===== src/rtl/noc_run_monitor_if.sv =====
// Signal bundle between a torus NoC harness and its run monitor.
// The master side drives the arm/done/strobe/read-index inputs; the slave side is the monitor.
interface noc_run_monitor_if #(
    parameter int N_NODES = 16,
    parameter int NODE_W  = 4,
    parameter int CNT_W   = 16
) ();
    logic               start;
    logic               done;
    logic [N_NODES-1:0] out_v;
    logic [NODE_W-1:0]  rd_node;
    logic [CNT_W-1:0]   rd_count;
    logic [CNT_W-1:0]   total;
    logic [CNT_W-1:0]   cycles;
    logic [2:0]         status;
    logic               finish;
    logic               ovf;

    modport master (
        output start, done, out_v, rd_node,
        input  rd_count, total, cycles, status, finish, ovf
    );

    modport slave (
        input  start, done, out_v, rd_node,
        output rd_count, total, cycles, status, finish, ovf
    );
endinterface


===== src/rtl/noc_run_monitor.sv =====
// Run monitor for torus NoC runs: counts cycles and per-node/total delivered packets,
// then reports PASS / FAIL_COUNT / FAIL_TIMEOUT once `done` is stable or time runs out.
module noc_run_monitor #(
    parameter int N_NODES  = 16,
    parameter int NODE_W   = 4,
    parameter int CNT_W    = 16,
    parameter int TIMEOUT  = 1024,
    parameter int STABLE   = 2,
    parameter int EXP_PKTS = 192
) (
    input  logic                 clk,
    input  logic                 rst,
    noc_run_monitor_if.slave     bus
);
    localparam int POP_W = $clog2(N_NODES + 1);
    localparam int SUM_W = ((CNT_W > POP_W) ? CNT_W : POP_W) + 1;
    localparam logic [SUM_W-1:0] SAT_MAX = {{(SUM_W-CNT_W){1'b0}}, {CNT_W{1'b1}}};

    typedef enum logic [2:0] {
        S_IDLE = 3'b000,
        S_RUN  = 3'b001,
        S_PASS = 3'b010,
        S_FCNT = 3'b011,
        S_FTO  = 3'b100
    } state_t;

    state_t           state_q, state_d;
    logic [CNT_W-1:0] cnt_q [N_NODES];
    logic [CNT_W-1:0] cnt_d [N_NODES];
    logic [CNT_W-1:0] total_q, total_d;
    logic [CNT_W-1:0] cycles_q, cycles_d;
    logic [7:0]       stab_q, stab_d;
    logic             ovf_q, ovf_d;
    logic             finish_q, finish_d;

    logic [POP_W-1:0] pop;
    logic [SUM_W-1:0] sum;
    logic             complete;
    logic             timeout;

    always_ff @(posedge clk) begin
        if (rst) begin
            state_q  <= S_IDLE;
            for (int unsigned i = 0; i < N_NODES; i++) cnt_q[i] <= '0;
            total_q  <= '0;
            cycles_q <= '0;
            stab_q   <= '0;
            ovf_q    <= 1'b0;
            finish_q <= 1'b0;
        end else begin
            state_q  <= state_d;
            cnt_q    <= cnt_d;
            total_q  <= total_d;
            cycles_q <= cycles_d;
            stab_q   <= stab_d;
            ovf_q    <= ovf_d;
            finish_q <= finish_d;
        end
    end

    always_comb begin
        state_d  = state_q;
        cnt_d    = cnt_q;
        total_d  = total_q;
        cycles_d = cycles_q;
        stab_d   = stab_q;
        ovf_d    = ovf_q;
        finish_d = 1'b0;
        pop      = '0;
        sum      = '0;
        complete = 1'b0;
        timeout  = 1'b0;

        case (state_q)
            S_RUN: begin
                if (cycles_q == '1) ovf_d = 1'b1;
                else                cycles_d = cycles_q + CNT_W'(1);

                for (int unsigned i = 0; i < N_NODES; i++) begin
                    if (bus.out_v[i]) begin
                        pop = pop + POP_W'(1);
                        if (cnt_q[i] == '1) ovf_d = 1'b1;
                        else                cnt_d[i] = cnt_q[i] + CNT_W'(1);
                    end
                end

                // Total is widened so a full-width strobe word cannot wrap before the clamp.
                sum = SUM_W'(total_q) + SUM_W'(pop);
                if (sum > SAT_MAX) begin
                    total_d = '1;
                    ovf_d   = 1'b1;
                end else begin
                    total_d = sum[CNT_W-1:0];
                end

                if (bus.done) begin
                    if (int'(stab_q) < STABLE) stab_d = stab_q + 8'd1;
                end else begin
                    stab_d = '0;
                end

                complete = bus.done && (int'(stab_q) == STABLE - 1);
                timeout  = (int'(cycles_q) == TIMEOUT - 1);

                if (complete) begin
                    state_d  = ((int'(total_d) == EXP_PKTS) && !ovf_d) ? S_PASS : S_FCNT;
                    finish_d = 1'b1;
                end else if (timeout) begin
                    state_d  = S_FTO;
                    finish_d = 1'b1;
                end
            end
            default: begin
                // IDLE and all terminal states: only `start` matters, and it re-arms.
                if (bus.start) begin
                    for (int unsigned i = 0; i < N_NODES; i++) cnt_d[i] = '0;
                    total_d  = '0;
                    cycles_d = '0;
                    stab_d   = '0;
                    ovf_d    = 1'b0;
                    state_d  = S_RUN;
                end
            end
        endcase
    end

    always_comb begin
        bus.rd_count = '0;
        if (int'(bus.rd_node) < N_NODES) bus.rd_count = cnt_q[bus.rd_node];
    end

    assign bus.total  = total_q;
    assign bus.cycles = cycles_q;
    assign bus.status = state_q;
    assign bus.finish = finish_q;
    assign bus.ovf    = ovf_q;
endmodule


===== src/flat_wrapper.sv =====
// flat-port wrapper written by rule: the top's interface ports become plain ports
module noc_run_monitor_flat 
#(
    parameter int N_NODES  = 16,
    parameter int NODE_W   = 4,
    parameter int CNT_W    = 16,
    parameter int TIMEOUT  = 1024,
    parameter int STABLE   = 2,
    parameter int EXP_PKTS = 192
)
  (clk, rst, bus_start, bus_done, bus_out_v, bus_rd_node, bus_rd_count, bus_total, bus_cycles, bus_status, bus_finish, bus_ovf);
  noc_run_monitor_if #(.N_NODES(N_NODES), .NODE_W(NODE_W), .CNT_W(CNT_W)) bus_i ();
  input  logic clk;
  input  logic rst;
  input wire logic [$bits(bus_i.start)-1:0] bus_start;
  input wire logic [$bits(bus_i.done)-1:0] bus_done;
  input wire logic [$bits(bus_i.out_v)-1:0] bus_out_v;
  input wire logic [$bits(bus_i.rd_node)-1:0] bus_rd_node;
  output wire logic [$bits(bus_i.rd_count)-1:0] bus_rd_count;
  output wire logic [$bits(bus_i.total)-1:0] bus_total;
  output wire logic [$bits(bus_i.cycles)-1:0] bus_cycles;
  output wire logic [$bits(bus_i.status)-1:0] bus_status;
  output wire logic [$bits(bus_i.finish)-1:0] bus_finish;
  output wire logic [$bits(bus_i.ovf)-1:0] bus_ovf;
  assign bus_i.start = bus_start;
  assign bus_i.done = bus_done;
  assign bus_i.out_v = bus_out_v;
  assign bus_i.rd_node = bus_rd_node;
  assign bus_rd_count = bus_i.rd_count;
  assign bus_total = bus_i.total;
  assign bus_cycles = bus_i.cycles;
  assign bus_status = bus_i.status;
  assign bus_finish = bus_i.finish;
  assign bus_ovf = bus_i.ovf;
  noc_run_monitor #(.N_NODES(N_NODES), .NODE_W(NODE_W), .CNT_W(CNT_W), .TIMEOUT(TIMEOUT), .STABLE(STABLE), .EXP_PKTS(EXP_PKTS)) u_core (.clk(clk), .rst(rst), .bus(bus_i));
endmodule

===== config.mk =====
export PLATFORM = sky130hd
export DESIGN_NAME = noc_run_monitor_flat
export DESIGN_NICKNAME = d
export VERILOG_FILES = /design/src/rtl/noc_run_monitor_if.sv /design/src/rtl/noc_run_monitor.sv /design/src/flat_wrapper.sv
export SDC_FILE = /design/constraint.sdc
export NUM_CORES = 1
export LEC_CHECK = 0
export CAP_MARGIN = 20
export CORE_MARGIN = 1
export CORE_UTILIZATION = 35
export DETAILED_ROUTE_END_ITERATION = 8
export HOLD_SLACK_MARGIN = 0.03
export PLACE_DENSITY = 0.59
export SKIP_LAST_GASP = 1
export SLEW_MARGIN = 15
export SYNTH_ARGS = -nofsm -noshare
export SYNTH_HDL_FRONTEND = slang
export SYNTH_SLANG_ARGS = --single-unit

===== constraint.sdc =====
create_clock -name clk -period 11.7 [get_ports clk]
set_clock_uncertainty 0.1 [all_clocks]
set_input_delay 1.17 -clock clk [delete_from_list [all_inputs] [get_ports clk]]
set_output_delay 1.17 -clock clk [all_outputs]
set_load 0.01 [all_outputs]

Word-level counts from Yosys, hierarchy flattened
Cells that the tools add are included.

cells by class
  add/subtract/negate cells = 34
  reduce and logical (&&, ||, !) cells = 24
  muxes and demuxes = 127
  magnitude comparators = 3
  equality and inequality tests = 56
  bitwise logic cells = 2

operator list
  cell                                                        count
  two-way mux 16 bit                                          40
  two-way mux 256 bit                                         2
  adder 16 x 1 -> 16 bit, second input constant               17
  == test 16 bit, second input constant                       17
  two-way mux 5 bit                                           31
  adder 5 x 1 -> 5 bit, second input constant                 15
  inequality test 2 bit, second input constant                33
  binary-select mux 16 bit (select 4 bit)                     1
  AND reduction 3 bit                                         16
  two-way mux 1 bit                                           45
  two-way mux 8 bit                                           4
  adder 16 x 5 -> 17 bit                                      1
  > comparator 17 x 16 -> 1 bit, second input constant        1
  == test 16 x 11 -> 1 bit, second input constant             1
  == test 16 x 9 -> 1 bit, second input constant              1
  two-way mux 3 bit                                           4
  adder 8 x 1 -> 8 bit, second input constant                 1
  == test 8 x 2 -> 1 bit, second input constant               1
  less-than comparator 8 x 2 -> 1 bit, second input constant  1
  AND reduction 2 bit                                         3
  >= comparator 5 bit, second input constant                  1
  inverter 4 -> 5 bit                                         1
  == test 3 x 1 -> 1 bit, second input constant               1
  inequality test 3 x 1 -> 1 bit, second input constant       1
  6 further kinds                                             7

word-level totals
  flip-flop bits (word level) = 301
  word-level logic and storage cells = 268

Logic depth before layout (Yosys ltp)
Gate-level depths: netlist of run 1.

  depth in word-level cells = 56
  depth in mapped cells = 56
  depth with buffers taken out = 55

Least setup slack after synthesis of run 1
OpenSTA, ideal clock, no wires.

  path type = input port to flip-flop
  start = input bus_out_v[0]
  end = register u_core.state_q[0] (netlist: u_core.bus.status[0])
  arrival time = 10.417 ns
  slack = 1.051 ns
  buffers on the path = 1
  data required time = 11.468 ns
  stages on the path = 54
  library setup time = 0.132 ns
  path through = inv_1 -> ha_1 -> buf_6 -> xor2_2 -> ha_1 -> xnor3_1 -> nor2_1 -> a211oi_2 -> or2_2 -> ha_1 -> nand2b_1 -> a32oi_1 -> o21ai_0 -> a31oi_1 -> nand3_1 -> ha_1 -> o22ai_1 -> a31o_2 -> [18 not listed] -> a21bo_1 -> ha_1 -> nand2_1 -> or3_1 -> o32a_1 -> o211ai_1 -> a32oi_1 -> xnor2_1 -> ha_1 -> a21o_1 -> nand2_1 -> nor2_1 -> nand3_1 -> o31ai_1 -> nand4_1 -> nor4_1 -> a22o_1 -> a21oi_1

between the ends
  word-level cells in the longest chain between the ends = 56
  elaborated cells between the ends (all ways) = 93

ends and longest elaborated chain
  what                                                          RTL line                text
  from (decl)                                                   flat_wrapper.sv:17      input wire logic [$bits(bus_i.out_v)-1:0] bus_out_v;
  two-way mux 1 bit                                             noc_run_monitor.sv:80   if (bus.out_v[i]) begin
  two-way mux 5 bit                                             noc_run_monitor.sv:74   case (state_q)
  adder 5 x 1 -> 5 bit                                          noc_run_monitor.sv:81   pop = pop + POP_W'(1);
  two-way mux 5 bit                                             noc_run_monitor.sv:80
  two-way mux 5 bit                                             noc_run_monitor.sv:74
  adder 5 x 1 -> 5 bit                                          noc_run_monitor.sv:81
  two-way mux 5 bit                                             noc_run_monitor.sv:80
  two-way mux 5 bit                                             noc_run_monitor.sv:74
  [40 not listed]                                               -
  > comparator 17 x 16 -> 1 bit                                 noc_run_monitor.sv:89   if (sum > SAT_MAX) begin
  two-way mux 16 bit or two-way mux 1 bit (tied branches)       noc_run_monitor.sv:89
  two-way mux 16 bit or two-way mux 1 bit (tied branches)       noc_run_monitor.sv:74
  == test 16 x 9 -> 1 bit or logical NOT 1 bit (tied branches)  noc_run_monitor.sv:106  state_d = ((int'(total_d) == EXP_PKTS) && !ovf_d) ? S_PASS : S_FCNT;
  logical AND 1 bit *                                           noc_run_monitor.sv:106
  two-way mux 1 bit *                                           noc_run_monitor.sv:106
  two-way mux 3 bit *                                           noc_run_monitor.sv:105  if (complete) begin
  two-way mux 3 bit *                                           noc_run_monitor.sv:74
  to (signal assigned)                                          noc_run_monitor.sv:51   state_q <= state_d;
  to (decl)                                                     noc_run_monitor.sv:27   state_t state_q, state_d;

Every way passes the cells marked *; elsewhere a longest branch is shown, timed or not. The select of a mux whose other input is x is not followed.
A chain may end at the register's enable or synchronous reset.

Worst setup path in the final report of run 1
Same ends and word-level chain as after synthesis.

==> summary.txt, run 1 <==
Status
  – Status: complete, no violations

Final layout
  – Commonest non-fill, non-tap cell in the layout: nor2_1
  – Most frequent cells in the layout: nor2_1, dfxtp_1, nand2_1, xor2_1, a21oi_1
  – Layout Nets: 2150
  – Area growth from synthesis to layout: 16.2%
  – Share of layout cells above drive strength 1: 12.0%
  – Filler cell count: 4907

Global route
  – Vias in the first global route: 14083
  – Pin count of the biggest net entering global routing: 164
  – Initial antenna violation count: 2
  – Gr usage total: 19.4%
  – First-pass GRT wire length: 78200 um
  – Total grt overflow: 0

Hold path
  – HP Class: flip-flop to flip-flop

Detailed routing
  – Routed Antenna Nets: 0
  – Vias per inst: 5.37
  – Drt total wl: 49400 um
  – Routed len/inst: 17.8 um
  – DRC viols: 0
  – DRT iter0 DRCs: 914
  – DR pass1 iterations: 5
  – Routed via count: 14894

STA
  – Fmax: 89.5 MHz
  – Slew @ Worst Pin: 1.05 ns
  – Final setup fails: 0
  – Fin crit share: 95.5%
  – Min Tclk post-route: 11.17 ns
  – Max-slew violation count: 0
  – Setup TNS: 0 ns
  – Max_slew headroom: 29.5%
  – Final Hold Vio Count: 0

Synthesis
  – Cell variety after synth: 95
  – Sequential fraction of the synthesis area: 34.3%
  – Synth Warn #: 0
  – Syn Inst Count: 2020
  – Mapped Nets: 2085
  – Post-synth EDFFs: 0
  – Async S/R FF share, synth: 0%
  – Top cells by area, synth: dfxtp_1, mux4_2, xor2_1, nor2_1, nand2_1
  – Post-synth top area share: 34.3%
  – #FFs+latches synth: 301
  – Synth area leader: dfxtp_1
  – Avg Inst Size Synth: 8.71 um^2
  – Post-synthesis instance area: 0.0176 mm^2
  – Main flop type after synthesis: dfxtp_1

Floorplan
  – Die width: 226 um
  – I/O pins: 77
  – Row count: 81
  – Die area: 0.0512 mm^2
  – Die height: 226 um
  – Area of the core: 0.0493 mm^2
  – Initial Util: 35.7%

Clocking
  – CTS Root Cell: clkbuf_16
  – CTS sink count: 301
  – CTS Buf Count: 36
  – CTS H-tree lvls: 2
  – CTS Buffer Depth: 3
  – CTS tree: yes
  – CTS clk-pin slew, worst paths: 0.06 ns
  – Worst-Skew Late Latency: 0.53 ns
  – Cts-stage hold buffer count: 0

Setup path
  – Crit path launch: bus_out_v[0]
  – CP Class: input port to flip-flop
  – Critical register-to-register path startpoint: u_core.bus.status[0]$_SDFFE_PP0P_
  – CP dominant cell by count: ha_1
  – Crit path to: u_core.bus.status[0]$_SDFFE_PP0P_
  – CP max FO: 6
  – RR Endpoint: u_core.cnt_q[175]$_SDFFE_PP0P_
  – Crit path arrival time: 11.43 ns
  – Reg-to-reg slack, setup: 8.17 ns
  – CP max stage delay: 0.49 ns
  – Setup crit end kind: flip-flop
  – Critical path required time: 11.96 ns
  – CP startpoint kind: input port
  – CP max-delay cell: clkdlybuf4s50_1
  – FF-to-FF path depth: 10

Pwr
  – Net Sw Frac: 30.8%
  – Tot Pwr: 0.00311 W
  – Power per Cell Area: 152 mW/mm^2
  – Internal: 0.00215 W
  – Peak supply drop: 144 uV
  – Reg power frac: 33.5%
  – Combinational Power Share: 28.8%
  – Clk network pwr share: 37.7%
  – Leakage: 7.10 nW
  – Psw: 0.000957 W

Placed design
  – GPL Wtd Cong: 0.887
  – Post-DP HPWL: 36400 um
  – I/O Buffers: 76

Run
  – Max_cap viols: 0
## logic make-up after synthesis
| family | synth area share (%) |
|---|---|
| buf+inv | 3.39 |
| fa+ha+maj | 2.96 |
| flops | 34.3 |
| xor+xnor | 13.9 |
| simple gates | 24.9 |
| compound gates | 9.47 |
| mux | 11.1 |
## critical path, delay by kind of cell
| kind | cells | cell delay, ns |
|---|---|---|
| XOR/XNOR | 6 | 1.04 |
| adder cells (fa/ha/maj) | 9 | 2.86 |
| AND/OR/NAND/NOR | 16 | 2.53 |
| AO/OA/AOI/OAI | 22 | 3.25 |
| buffers and inverters | 2 | 0.60 |
## worst min-delay path by stage
| stage | end | depth (start not counted) | startpoint |
|---|---|---|---|
| after floorplan | u_core.stab_q[6]$_SDFFE_PP0P_ | 2 | u_core.stab_q[6]$_SDFFE_PP0P_ |
| after global placement | u_core.bus.total[3]$_SDFFE_PP0P_ | 2 | u_core.bus.total[3]$_SDFFE_PP0P_ |
| after detailed placement | u_core.bus.total[3]$_SDFFE_PP0P_ | 2 | u_core.bus.total[3]$_SDFFE_PP0P_ |
| after CTS | u_core.bus.total[3]$_SDFFE_PP0P_ | 2 | u_core.bus.total[3]$_SDFFE_PP0P_ |
| after global routing | u_core.bus.total[3]$_SDFFE_PP0P_ | 2 | u_core.bus.total[3]$_SDFFE_PP0P_ |
| final | u_core.bus.total[3]$_SDFFE_PP0P_ | 2 | u_core.bus.total[3]$_SDFFE_PP0P_ |
## power groups by stage
stage               clock, W  combinational, W  sequential, W
floorplan                  0          0.000675        0.00106
global placement           0          0.000834        0.00106
detailed placement         0          0.000842        0.00106
CTS                  0.00120          0.000847        0.00104
global route         0.00124          0.000986        0.00104
finish               0.00117          0.000895        0.00104
## synthesized netlist by cell type (9+ instances only)
cell type and number:
nor2b_1 23, nand2_1 207, clkbuf_1 65, a21oi_1 89
and3_1 53, o22ai_1 9, or3_1 43, xnor2_1 79
and2_1 10, or2_2 9, a31oi_1 19, dfxtp_1 301
xor2_1 172, ha_1 40, nand4_1 81, nand3b_1 11
mux4_2 80, o21ai_0 59, and4_1 14, nor3_1 27
nand3_1 68, nor2_1 339, inv_1 62
## per-layer routing
layer | GRT usage [%] | share of wire, % | up-vias
met5 | 0 | 0 | -
met4 | 6.10 | 2.8 | 0
met3 | 3.21 | 5.7 | 68
met2 | 31.1 | 46 | 376
met1 | 26.4 | 46 | 7218
li1 | - | - | 7232
## per-stage QoR
step,util (%),instance area [um^2],setup slack (ns),instances,hold slack [ns]
finish,41.5,20400,0.531,2774,0.378
floorplan,-,17600,1.05,2020,0.361
global route,41.5,20400,-0.0611,2773,0.391
global placement,38.6,19000,0.0616,2703,0.367
detailed placement,38.7,19100,-0.228,2704,0.357
CTS,41.2,20300,0.281,2766,0.371
## what timing repair did
item,4_1_cts,5_1_grt
gates resized for setup,0,20
buffers inserted,0,7
hold endpoints to repair,0,0
setup endpoints to repair,0,15
## layout make-up
cell class	count	area [um^2]	area share, %
tap	664	831	4.06
timing repair buffer	107	1020	4.97
clock inverter	13	193	0.943
inverter	65	246	1.21
antenna	1	2.50	0.0122
multi-input combinational	1574	11100	54.3
clock buffer	49	1030	5.04
sequential	301	6030	29.5
## flip-flops by register name, indices dropped and copies added (netlist names)
| signal | flops |
|---|---|
| u_core.bus.finish | 1 |
| u_core.bus.status | 3 |
| u_core.bus.total | 16 |
| u_core.bus.cycles | 16 |
| u_core.stab_q | 8 |
| u_core.cnt_q | 256 |
| u_core.bus.ovf | 1 |
No activity file was read; power rests on OpenSTA's default activity.
==> run 2: changes to the inputs <==
--- a/config.mk
+++ b/config.mk
@@ -6,11 +6,13 @@
 export NUM_CORES = 1
 export LEC_CHECK = 0
 export CAP_MARGIN = 20
+export CORE_ASPECT_RATIO = 0.5
 export CORE_MARGIN = 1
 export CORE_UTILIZATION = 35
 export DETAILED_ROUTE_END_ITERATION = 8
 export HOLD_SLACK_MARGIN = 0.03
-export PLACE_DENSITY = 0.59
+export PLACE_DENSITY = 0.61
+export SETUP_SLACK_MARGIN = 0.3
 export SKIP_LAST_GASP = 1
 export SLEW_MARGIN = 15
 export SYNTH_ARGS = -nofsm -noshare
==> constraint.sdc (replaced) <==
create_clock -name clk -period 9.6 [get_ports clk]
set_clock_uncertainty 0.1 [all_clocks]
set_input_delay 0.96 -clock clk [delete_from_list [all_inputs] [get_ports clk]]
set_output_delay 0.96 -clock clk [all_outputs]
set_load 0.01 [all_outputs]
==> run 2 against run 1 <==
Non-clock buffer count up 112. Via count grew 1.2%. Sequential cell count is the same. Global-route usage down 0.32 points. Highest routed layer unchanged. Clock-buffer cell count shrank 11. Power increased by 33%. Core utilization increased by 2.1 points. The flow now finishes with violations (setup timing).
==> summary.txt, run 2 (synthesis results as in run 1) <==
Setup path
  – CP dominant cell by count: ha_4
  – CP max FO: 5
  – Crit path arrival time: 10.53 ns
  – Setup crit end kind: flip-flop
  – CP Depth: 56
  – CP max stage delay: 0.36 ns
  – RR Endpoint: u_core.cnt_q[175]$_SDFFE_PP0P_
  – Critical register-to-register path startpoint: u_core.bus.status[0]$_SDFFE_PP0P_
  – Crit path to: u_core.bus.status[0]$_SDFFE_PP0P_
  – Reg-to-reg slack, setup: 5.84 ns
  – Crit path launch: bus_out_v[0]
  – FF-to-FF path depth: 9
  – CP max-delay cell: ha_1
  – CP startpoint kind: input port
  – Cell family with most CP delay: compound AO/OA/AOI/OAI gates
  – Buffers & Inverters on Critical Path: 5
  – CP Class: input port to flip-flop
  – Critical path required time: 9.93 ns

STA
  – Setup TNS: -1.96 ns
  – Max_slew headroom: 29.2%
  – Post-layout worst setup margin: -0.593 ns
  – Fin crit share: 106%
  – Fmax: 98.1 MHz
  – Min Tclk post-route: 10.19 ns
  – Final Hold Vio Count: 0
  – Final setup fails: 11
  – RSZ-0062 raised after global routing: yes
  – Max-slew violation count: 0
  – Slew @ Worst Pin: 1.06 ns

Final layout
  – Finished Core Util: 43.6%
  – Layout Nets: 2256
  – Commonest non-fill, non-tap cell in the layout: nor2_1
  – Design Area, Final: 0.0214 mm^2
  – Diode count: 0
  – Largest reg by FF count: u_core.cnt_q
  – Max reg flops: 256
  – Area growth from synthesis to layout: 21.5%
  – Share of layout cells above drive strength 1: 17.9%
  – Most frequent cells in the layout: nor2_1, dfxtp_1, nand2_1, xor2_1, buf_4

Detailed routing
  – Vias per inst: 5.26
  – Routed via count: 15070
  – DR pass1 iterations: 5
  – Routed Antenna Nets: 0
  – Drt total wl: 49500 um
  – DRT iter0 DRCs: 1125
  – Routed len/inst: 17.3 um
  – DRC viols: 0

Global route
  – Vias in the first global route: 14068
  – Pin count of the biggest net entering global routing: 95
  – Gr usage total: 19.0%
  – Total grt overflow: 0
  – Initial antenna violation count: 1
  – First-pass GRT wire length: 78300 um

Floorplan
  – Area of the core: 0.0491 mm^2
  – I/O pins: 77
  – Die width: 319 um
  – Die area: 0.0512 mm^2
  – Row count: 57
  – Die height: 161 um
  – Initial Util: 35.9%

Clocking
  – CTS Root Cell: clkbuf_16
  – CTS sink count: 301
  – CTS Buf Count: 30
  – CTS Buffer Depth: 3
  – CTS clk-pin slew, worst paths: 0.07 ns
  – CTS H-tree lvls: 1
  – Worst-Skew Late Latency: 0.61 ns
  – CTS tree: yes
  – Cts-stage hold buffer count: 0

Pwr
  – Peak supply drop: 140 uV
  – Power per Cell Area: 193 mW/mm^2
  – Leakage: 7.60 nW

Placed design
  – GPL Wtd Cong: 0.885
  – Post-DP HPWL: 36200 um
  – I/O Buffers: 76
  – DP Area: 0.0198 mm^2

Hold path
  – Worst hold stages: 2
  – HP Class: flip-flop to flip-flop

Run
  – Max_cap viols: 0

Status
  – Failing checks: setup timing
  – Status: finished, violations left
[run 2: how the worst min path moves through the flow]
stage	from	to	slack, ns
global route	u_core.bus.total[0]$_SDFFE_PP0P_	u_core.bus.total[0]$_SDFFE_PP0P_	0.39
CTS	u_core.bus.total[0]$_SDFFE_PP0P_	u_core.bus.total[0]$_SDFFE_PP0P_	0.37
global placement	u_core.bus.total[0]$_SDFFE_PP0P_	u_core.bus.total[0]$_SDFFE_PP0P_	0.36
detailed placement	u_core.bus.total[0]$_SDFFE_PP0P_	u_core.bus.total[0]$_SDFFE_PP0P_	0.36
finish	u_core.bus.total[0]$_SDFFE_PP0P_	u_core.bus.total[0]$_SDFFE_PP0P_	0.37
floorplan	u_core.stab_q[6]$_SDFFE_PP0P_	u_core.stab_q[6]$_SDFFE_PP0P_	0.36
[run 2: cell type report]
cell class,count,area [um^2]
inverters,65,267
clock inverters,18,250
fillers,4819,27700
clock buffers,38,811
repair buffers,219,1850
multi-input cells,1574,11400
flip-flops and latches,301,6030
well taps,649,812
[run 2: worst reg2reg max path: cells and delay by family, from the launching register on]
kind               cells  cell delay, ns
and+or+nand+nor        8            3.01
DFF                    1            0.43
AOI/OAI and AO/OA      1            0.14
[run 2: report_power, final]
| part | internal (W) | switching (W) |
|---|---|---|
| sequential | 0.00126 | 0.0000102 |
| combinational | 0.000837 | 0.000735 |
| clock | 0.000738 | 0.000550 |
[run 2: timing repair]
item | in CTS | in global routing
pin swaps | 40 | 42
setup endpoints to repair | 18 | 18
setup buffers | 19 | 15
gates resized for setup | 24 | 41
[run 2: metrics by stage]
stage	hold WS (ns)	cells	setup WS, ns	total power (W)
floorplan	0.361	2020	-0.307	0.00215
global placement	0.357	2772	-1.26	0.00262
detailed placement	0.355	2772	-1.41	0.00263
CTS	0.365	2847	-0.251	0.00399
global route	0.387	2864	-1.07	0.00434
finish	0.365	2864	-0.593	0.00413
[run 2: layer usage]
layer  vias up  part of all wire [%]  track usage (%)
met1      7269                    49             27.4
met3        58                   4.2             2.23
li1       7457                     -                -
met2       286                    45             30.8
met5         -                     0                0
met4         0                   1.7             3.61
